<file path="config.mk">
export PLATFORM = sky130hd
export DESIGN_NAME = tla_merge_unpack
export DESIGN_NICKNAME = d
export VERILOG_FILES = /design/src/rtl/tla_merge_unpack_pkg.sv /design/src/rtl/tla_merge_unpack.sv
export SDC_FILE = /design/constraint.sdc
export NUM_CORES = 1
export LEC_CHECK = 0
export ABC_AREA = 1
export CAP_MARGIN = 20
export CORE_MARGIN = 2
export CORE_UTILIZATION = 60
export CTS_BUF_LIST = sky130_fd_sc_hd__clkbuf_4 sky130_fd_sc_hd__clkbuf_8
export DETAILED_ROUTE_END_ITERATION = 10
export DONT_BUFFER_PORTS = 1
export PLACE_DENSITY = 0.77
export RECOVER_POWER = 25
export SLEW_MARGIN = 20
export SYNTH_ARGS = -nofsm -noshare
export SYNTH_HDL_FRONTEND = slang
export SYNTH_SLANG_ARGS = --single-unit
</file>
<file path="constraint.sdc">
create_clock -name Gc_clk125 -period 2.8 [get_ports Gc_clk125]
set_clock_uncertainty 0.15 [all_clocks]
set_input_delay 0.28 -clock Gc_clk125 [delete_from_list [all_inputs] [get_ports Gc_clk125]]
set_output_delay 0.28 -clock Gc_clk125 [all_outputs]
set_load 0.02 [all_outputs]
</file>
<file path="src/rtl/tla_merge_unpack_pkg.sv">
// tla_merge_unpack_pkg: shared types, defaults and lane-count helpers for the merge unpacker
package tla_merge_unpack_pkg;
   typedef enum logic {IDLE, RUN} state_t;
   localparam int ADC_W_DEF = 14;
   localparam int LEN_W_DEF = 32;
   function automatic int lanes_of(input int word_w, input int smp_w);
      return word_w / smp_w;
   endfunction
   function automatic bit lanes_ok(input int word_w, input int smp_w);
      return smp_w > 0 && word_w >= smp_w && word_w % smp_w == 0;
   endfunction
endpackage

</file>
<file path="src/rtl/tla_merge_unpack.sv">
// tla_merge_unpack: unpacks merged ADC words into a one-sample-per-cycle capture stream
module tla_merge_unpack
   import tla_merge_unpack_pkg::*;
#(
   parameter int ADC0_0 = ADC_W_DEF,
   parameter int ADC0_1 = ADC0_0 * 4,
   parameter int LDD0_0 = LEN_W_DEF
) (
   input  logic              Gc_clk125,
   input  logic              Gc_rst,
   input  logic              Gc_cap_start,
   input  logic [LDD0_0-1:0] Gc_cap_len,
   input  logic              Gc_cap_abort,
   input  logic [ADC0_1-1:0] Gc_merge_data,
   input  logic              Gc_merge_datv,
   output logic              Gc_merge_datr,
   output logic [ADC0_0-1:0] Gc_smp_data,
   output logic              Gc_smp_valid,
   input  logic              Gc_smp_ready,
   output logic              Gc_smp_last,
   output logic              Gc_cap_busy,
   output logic              Gc_cap_done
);
   localparam int LANES = lanes_of(ADC0_1, ADC0_0);
   localparam int LW = LANES > 1 ? $clog2(LANES) : 1;
   localparam logic [LW-1:0] LANE_MAX = LW'(LANES - 1);
   if (!lanes_ok(ADC0_1, ADC0_0)) begin : g_bad_cfg
      $error("tla_merge_unpack: ADC0_1 must be a non-zero multiple of ADC0_0");
   end
   state_t              state_q, state_d;
   logic                hold_v, done_q;
   logic [LW-1:0]       lane;
   logic [LDD0_0-1:0]   remaining;
   logic [ADC0_1-1:0]   hold;
   logic [ADC0_0-1:0]   samples [LANES];
   logic                run, hs, acc, wrap, last_smp;
   assign run           = state_q == RUN;
   assign wrap          = lane == LANE_MAX;
   assign last_smp      = remaining == LDD0_0'(1);
   assign Gc_merge_datr = run & (!hold_v | (wrap & Gc_smp_ready & !last_smp));
   assign Gc_smp_valid  = run & hold_v;
   assign Gc_smp_last   = Gc_smp_valid & last_smp;
   assign Gc_cap_busy   = run;
   assign Gc_cap_done   = done_q;
   assign hs            = Gc_smp_valid & Gc_smp_ready;
   assign acc           = Gc_merge_datr & Gc_merge_datv;
   for (genvar l = 0; l < LANES; l++) begin : g_lane
      assign samples[l] = hold[l*ADC0_0 +: ADC0_0];
   end
   assign Gc_smp_data = samples[lane];
   // state register
   always_ff @(posedge Gc_clk125 or negedge Gc_rst) begin
      if (!Gc_rst) state_q <= IDLE;
      else         state_q <= state_d;
   end
   // next state: abort wins over the final handshake; start only counts from IDLE
   always_comb begin
      state_d = state_q;
      if (run) state_d = (Gc_cap_abort | (hs & last_smp)) ? IDLE : RUN;
      else     state_d = (Gc_cap_start & |Gc_cap_len) ? RUN : IDLE;
   end
   // holding register, lane pointer, sample countdown and done pulse
   always_ff @(posedge Gc_clk125 or negedge Gc_rst) begin
      if (!Gc_rst) begin
         hold      <= '0;
         hold_v    <= 1'b0;
         lane      <= '0;
         remaining <= '0;
         done_q    <= 1'b0;
      end else begin
         done_q <= run ? (hs & last_smp & !Gc_cap_abort) : (Gc_cap_start & ~|Gc_cap_len);
         if (!run) begin
            if (Gc_cap_start) remaining <= Gc_cap_len;
         end else if (Gc_cap_abort) begin
            hold      <= '0;
            hold_v    <= 1'b0;
            lane      <= '0;
            remaining <= '0;
         end else begin
            if (hs) begin
               remaining <= remaining - LDD0_0'(1);
               lane      <= (wrap | last_smp) ? '0 : lane + LW'(1);
            end
            if (acc) begin
               hold   <= Gc_merge_data;
               hold_v <= 1'b1;
            end else if (hs & (wrap | last_smp)) begin
               hold_v <= 1'b0;
            end
         end
      end
   end
endmodule
</file>
==> results.sh, run 1 <==
export IMPL_routed_wire_length_per_instance_um=15.62
export IMPL_grt_first_pass_wirelength_um=27020
export IMPL_ys_async_sr_fraction_pct=100.0
export IMPL_die_height_um=102.5
export IMPL_drt_antenna_violating_nets=0
export IMPL_fp_dieW_um=102.5
export IMPL_globalRouteOverflowTotal=0
export IMPL_min_period_over_period_pct=92.11
export IMPL_timing_critical_path_to_type="flip-flop"
export IMPL_post_route_cells_drive_above_1_share_pct=4.722
export IMPL_maximum_number_of_pins_on_one_net_before_global_route_repair=94
export IMPL_synth_enable_flop_cells=0
export IMPL_antenna_found_initial=0
export IMPL_start_util_pct=62.45
export IMPL_holdCritStartpoint="Gc_cap_len[25]"
export IMPL_cap_viol_max_count=0
export IMPL_drcViolationCount=0
export IMPL_final_hold_violation_count=0
export IMPL_worst_r2r_setup_slack_ns=0.22
export IMPL_setup_worst_path_class="flip-flop to flip-flop"
export IMPL_average_via_count_per_standard_cell=5.746
export IMPL_layout_nets=1046
export IMPL_min_period_ns=2.579
export IMPL_ys_flop_type="dfrtp_1"
export IMPL_post_dp_hpwl_um=11220
export IMPL_clock_root_buffer="clkbuf_8"
export IMPL_coreArea_um2=9328
export IMPL_m1WireLength_um=7306
export IMPL_cts_htree_levels=3
export IMPL_hold_removal_path_class="input pin to flip-flop"
export IMPL_worst_r2r_endpoint="hold_v$_DFFE_PN0P_"
export IMPL_slew_headroom_pct=14.84
export IMPL_reg2reg_depth=8
export IMPL_wirelength_um=16900
export IMPL_setup_tns_final_ns=0
export IMPL_wl_met3_um=2066
export IMPL_critPathCapture="hold_v$_DFFE_PN0P_"
export IMPL_clockBufferDepth=2
export IMPL_clkLatencyLatePin_ns=0.37
export IMPL_stdcell_count=1082
export IMPL_area_growth_synth_to_final_pct=17.85
export IMPL_critPathRequiredTime_ns=2.96
export IMPL_detailedRoute_firstIterationViolations=767
export IMPL_via_count_of_the_first_global_routing_pass=5524
export IMPL_ys_seq_elements=93
export IMPL_max_freq_ghz=0.3877
export IMPL_rsz0062_at_grt="false"
export IMPL_drt_pass1_iterations=7
export IMPL_io_buffers=0
export IMPL_worst_pin_slew_ns=1.277
export IMPL_synth_seq_area_share_pct=39.95
export IMPL_pwr_density_cell_nw_per_um2=648.5
export IMPL_r2r_start="lane[1]$_DFFE_PN0P_"
export IMPL_status="finished clean"
export IMPL_multi_input_comb_area_um2=2830
export IMPL_worst_ep_arrival_time_ns=2.74
export IMPL_clk_transition_reported_paths_ns=0.09
export IMPL_ff_latch_area_um2=2327
export IMPL_ir_worst_vdd_uv=350.3
export IMPL_netlist_instances=888
export IMPL_post_synth_cell_area_avg_um2=6.560
export IMPL_timing_final_setup_violations=0
export IMPL_routabilityCongestion=0.9268
export IMPL_grt_total_usage_pct=32.99
export IMPL_numCtsBuffers=9
export IMPL_n_fill_cell=761
export IMPL_finalMaxSlewViolations=0
export IMPL_tritoncts_num_sinks=93
export IMPL_via_count=6217
export IMPL_syn_num_nets=985
export IMPL_ys_types=29
export IMPL_synth_yosys_warnings=0
export IMPL_placement_rows=35
export IMPL_worst_path_max_fanout=16
export IMPL_floorplan_die_area_um2=10510
export IMPL_diodes=0
export IMPL_syn_cell_area_um2=5826
export IMPL_startpoint="lane[1]$_DFFE_PN0P_"
export IMPL_number_of_top_level_design_ports=113
export IMPL_tritoncts="yes"
export IMPL_p_leak_nw=3.535
export IMPL_timing_critical_path_from_type="flip-flop"
export IMPL_top_layer_used="met4"
export IMPL_route_met2_wl_um=7099
export IMPL_placed_cells=986
==> per-layer routing <==
metal,track usage (%),vias to the layer above
met1,50.18,2813
li1,-,2939
met4,9.333,0
met5,0,-
met2,47.86,421
met3,6.780,44
==> how the worst min path moves through the flow <==
| stage | endpoint | slack [ns] | cells after the start |
|---|---|---|---|
| after floorplan | Gc_cap_busy$_DFF_PN0_ | -0.17 | 0 |
| after global placement | remaining[29]$_DFFE_PN0P_ | -0.16 | 0 |
| after detailed placement | remaining[27]$_DFFE_PN0P_ | -0.16 | 0 |
| after CTS | remaining[25]$_DFFE_PN0P_ | 0.004 | 4 |
| after global routing | lane[0]$_DFFE_PN0P_ | 0.03 | 3 |
| final | remaining[25]$_DFFE_PN0P_ | 0.02 | 4 |
==> power breakdown <==
group	switching, mW	leakage (nW)	internal [mW]
Clock	0.490	0.0915	0.408
Sequential	0.311	1.18	1.67
Combinational	1.05	2.26	0.521
Total	1.85	3.53	2.60
==> critical path: stages (launching register included) <==
cell	delay (ns)
dfrtp_1	0.65
ha_1	0.26
nand2_1	0.05
inv_1	0.04
o21ai_1	0.07
a21oi_1	0.49
nand3_1	0.14
dlygate4sd3_1	0.60
nand2_1	0.07
==> logic make-up (layout without fill, tap and decap cells) <==
logic type / after synthesis / in the layout / share of synthesized area [%]
simple gates: 505 / 505 / 35.80
fa+ha+maj: 3 / 3 / 0.6444
compound gates: 127 / 127 / 12.01
buf+inv: 160 / 225 / 11.60
flops: 93 / 93 / 39.95
==> flip-flops by register name, indices dropped and copies added, names as in the netlist <==
signal,cells
hold,56
remaining,32
lane,2
Gc_cap_busy,1
Gc_cap_done,1
hold_v,1
==> cells in the mapped netlist (3+ instances only) <==
cell,number,area share [%]
a21oi_1,19,1.6
dfrtp_1,93,40
o21ai_0,69,5.9
a31oi_1,9,0.97
o22ai_1,17,1.8
nand3_1,89,7.6
nor2_1,164,11
nor3_1,5,0.43
inv_1,112,7.2
buf_6,9,1.7
buf_2,6,0.52
nor2_2,5,0.54
ha_1,3,0.64
clkbuf_1,31,2.0
nor4_1,5,0.54
nand2_2,3,0.32
nand2_1,221,14
nand4_1,10,1.1
==> final cells by class <==
cell class	instances	share of cell area [%]
Timing Repair Buffer	96	13.56
Inverter	114	6.233
Sequential cell	93	33.90
Clock inverter	6	0.9295
Clock buffer	9	1.804
Multi-Input combinational cell	635	41.22
Tap cell	129	2.351
==> through the flow <==
stage               setup slack (ns)  hold slack [ns]  cell area (um2)  power (mW)  utilization, %
floorplan                     0.7660          -0.1656             5826       3.064               -
global placement              0.5615          -0.1630             5854       3.343           62.76
detailed placement            0.5486          -0.1630             5854       3.391           62.76
CTS                           0.1811         0.004000             6880       4.416           73.76
global route                 0.05572          0.03468             6865       4.738           73.60
finish                        0.2210          0.01746             6865       4.452           73.60
==> what timing repair did <==
item | in CTS | in global routing
hold buffers | 81 | 0
setup endpoints to repair | 0 | 1
resized for setup | 0 | 1
endpoints found under the hold margin | 176 | 0
buffers inserted | 0 | 0
==> cells in the final DEF, fill, tap and decap left out, drive strengths merged <==
master,instances
nand2,224
nor2,169
inv,114
dfrtp,93
nand3,91
dlygate4sd3,79
o21ai,71
a21oi,19
o22ai,17
buf,16
nand4,10
clkbuf,10
a31oi,9
nor4,5
nor3,5
ha,3
clkinv,3
o21bai,2
a21boi,2
a22oi,2
a21o,2
a32oi,2
clkinvlp,2
and2,1
o22a,1
bufinv,1
Note: power is estimated with default switching activity, not from simulation.
==> inputs of run 2 (changes only) <==
==> constraint.sdc (replaced) <==
create_clock -name Gc_clk125 -period 2.9 [get_ports Gc_clk125]
set_clock_uncertainty 0.15 [all_clocks]
set_input_delay 0.29 -clock Gc_clk125 [delete_from_list [all_inputs] [get_ports Gc_clk125]]
set_output_delay 0.29 -clock Gc_clk125 [all_outputs]
set_load 0.02 [all_outputs]
==> run 2 against run 1 <==
Net effect:
- the flow now finishes with violations (hold timing)
- die area did not move
- utilization fell by 0.24 points
- hold slack got worse by 0.022 ns
- sequential share of layout area rose by 0.11 points
- final cell count did not move
- maximum frequency fell by 3.6%
- routed wire length rose by 1.4%
- power fell by 4.3%
- critical path type unchanged
==> results.sh, run 2 (same netlist as run 1, synthesis figures left out) <==
export IMPL_hold_removal_path_class="input pin to flip-flop"
export IMPL_area_growth_synth_to_final_pct=17.46
export IMPL_hold_ws_ns=-0.004123
export IMPL_highest_count_cells_in_the_layout_ignoring_fill_and_taps="nand2_1 (220), nor2_1 (164), inv_1 (112)"
export IMPL_pwr_density_cell_nw_per_um2=622.4
export IMPL_worst_path_max_fanout=4
export IMPL_floorplan_die_area_um2=10510
export IMPL_numCtsBuffers=9
export IMPL_wirelength_um=17140
export IMPL_worst_pin_slew_ns=1.271
export IMPL_average_via_count_per_standard_cell=5.741
export IMPL_path_cells="nor2_1 -> nand2_1 -> inv_1 -> nand2_1 -> nor3_1 -> inv_1 -> nor3_1 -> buf_4 -> nand2_1 -> nand2_1 -> o21ai_0 -> dlygate4sd3_1"
export IMPL_routabilityCongestion=0.9463
export IMPL_routed_wire_length_per_instance_um=15.84
export IMPL_post_cts_resize_count=0
export IMPL_coreArea_um2=9328
export IMPL_timing_final_setup_violations=0
export IMPL_drt_antenna_violating_nets=0
export IMPL_post_dp_cell_area_um2=5854
export IMPL_max_ffs_per_register=56
export IMPL_cpMostUsedCell="nand2_1"
export IMPL_maximum_number_of_pins_on_one_net_before_global_route_repair=94
export IMPL_max_freq_ghz=0.3739
export IMPL_post_route_cells_drive_above_1_share_pct=4.722
export IMPL_drt_pass1_iterations=5
export IMPL_finalMaxSlewViolations=0
export IMPL_placed_cells=986
export IMPL_critical_path_max_stage_delay_ns=0.56
export IMPL_final_hold_violation_count=1
export IMPL_antenna_found_initial=0
export IMPL_stdcell_count=1082
export IMPL_failed_checks="hold timing"
export IMPL_via_count=6212
export IMPL_ir_worst_vdd_uv=346.1
export IMPL_timing_critical_path_from_type="flip-flop"
export IMPL_layout_commonest_cell="nand2_1"
export IMPL_post_dp_hpwl_um=11290
export IMPL_slew_headroom_pct=15.24
export IMPL_cts_htree_levels=3
export IMPL_drcViolationCount=0
export IMPL_setup_tns_final_ns=0
export IMPL_reg2reg_depth=12
export IMPL_fp_dieW_um=102.5
export IMPL_grt_first_pass_wirelength_um=27210
export IMPL_rsz0062_at_grt="false"
export IMPL_via_count_of_the_first_global_routing_pass=5681
export IMPL_n_fill_cell=777
export IMPL_globalRouteOverflowTotal=0
export IMPL_worstHoldPathCells=4
export IMPL_layout_nets=1045
export IMPL_worst_r2r_setup_slack_ns=0.23
export IMPL_io_buffers=0
export IMPL_clk_transition_reported_paths_ns=0.10
export IMPL_critPathRequiredTime_ns=3.02
export IMPL_post_cts_repair_setup_buffers=0
export IMPL_diodes=0
export IMPL_registers_with_the_most_flip_flops="hold (56), remaining (32), lane (2)"
export IMPL_worst_ep_arrival_time_ns=2.79
export IMPL_top_register="hold"
export IMPL_p_leak_nw=3.527
export IMPL_grt_total_usage_pct=33.33
export IMPL_tritoncts="yes"
export IMPL_setup_worst_path_class="flip-flop to flip-flop"
export IMPL_number_of_top_level_design_ports=113
export IMPL_finish_instance_area_um2=6843
export IMPL_min_period_ns=2.675
export IMPL_clock_root_buffer="clkbuf_8"
export IMPL_min_period_over_period_pct=92.23
export IMPL_die_height_um=102.5
export IMPL_tritoncts_num_sinks=93
export IMPL_detailedRoute_firstIterationViolations=650
export IMPL_cap_viol_max_count=0
export IMPL_clkLatencyLatePin_ns=0.38
export IMPL_timing_critical_path_to_type="flip-flop"
export IMPL_status="complete, but fails checks"
export IMPL_critical_path_slowest_cell="dlygate4sd3_1"
export IMPL_placement_rows=35
export IMPL_start_util_pct=62.45
export IMPL_clockBufferDepth=2
-- run 2: layout make-up --
cell class,count,area (um2),share of cell area [%]
clock buffers,10,131.4,1.920
clock inverters,6,48.80,0.7131
inverters,114,427.9,6.253
multi-input cells,635,2825,41.29
flip-flops and latches,93,2327,34.01
well taps,129,161.4,2.359
repair buffers,95,920.9,13.46
-- run 2: critical path: cells and delay by family (launching register included) --
family / cells / cell delay [ns]
buffers and inverters: 4 / 0.91
and+or+nand+nor: 7 / 1.00
DFF: 1 / 0.44
AOI/OAI and AO/OA: 1 / 0.07
-- run 2: final timing paths --
kind / start / end
min in group asynchronous: Gc_rst / remaining[29]$_DFFE_PN0P_
setup / recovery: remaining[18]$_DFFE_PN0P_ / Gc_cap_busy$_DFF_PN0_
hold reg to reg: hold[30]$_DFFE_PN0P_ / hold[30]$_DFFE_PN0P_
setup reg to reg: remaining[18]$_DFFE_PN0P_ / Gc_cap_busy$_DFF_PN0_
max in group asynchronous: Gc_rst / hold[55]$_DFFE_PN0P_
hold / removal: Gc_merge_data[12] / hold[12]$_DFFE_PN0P_
-- run 2: timing repair --
item,4_1_cts,5_1_grt
hold buffers,80,0
setup endpoints to repair,0,0
hold endpoints to repair,172,0
-- run 2: per-stage QoR --
step | power, mW | setup WS (ns) | utilization (%)
3_5_place_dp | 3.275 | 0.6337 | 62.76
4_1_cts | 4.222 | 0.2974 | 73.57
5_1_grt | 4.537 | 0.09569 | 73.36
3_3_place_gp | 3.231 | 0.7340 | 62.76
2_1_floorplan | 2.958 | 0.8660 | -
6_report | 4.259 | 0.2253 | 73.36
-- run 2: where the power goes --
group / switching, mW / internal [mW]
clock: 0.495 / 0.329
combinational: 1.01 / 0.504
sequential: 0.313 / 1.61
total: 1.82 / 2.44
-- run 2: layer usage --
layer | track usage, % | vias up | share of wire (%)
met2 | 49.12 | 380 | 44
met3 | 7.458 | 38 | 10
met1 | 49.16 | 2859 | 43
li1 | - | 2935 | -
met4 | 10.67 | 0 | 2.2
met5 | 0 | - | 0
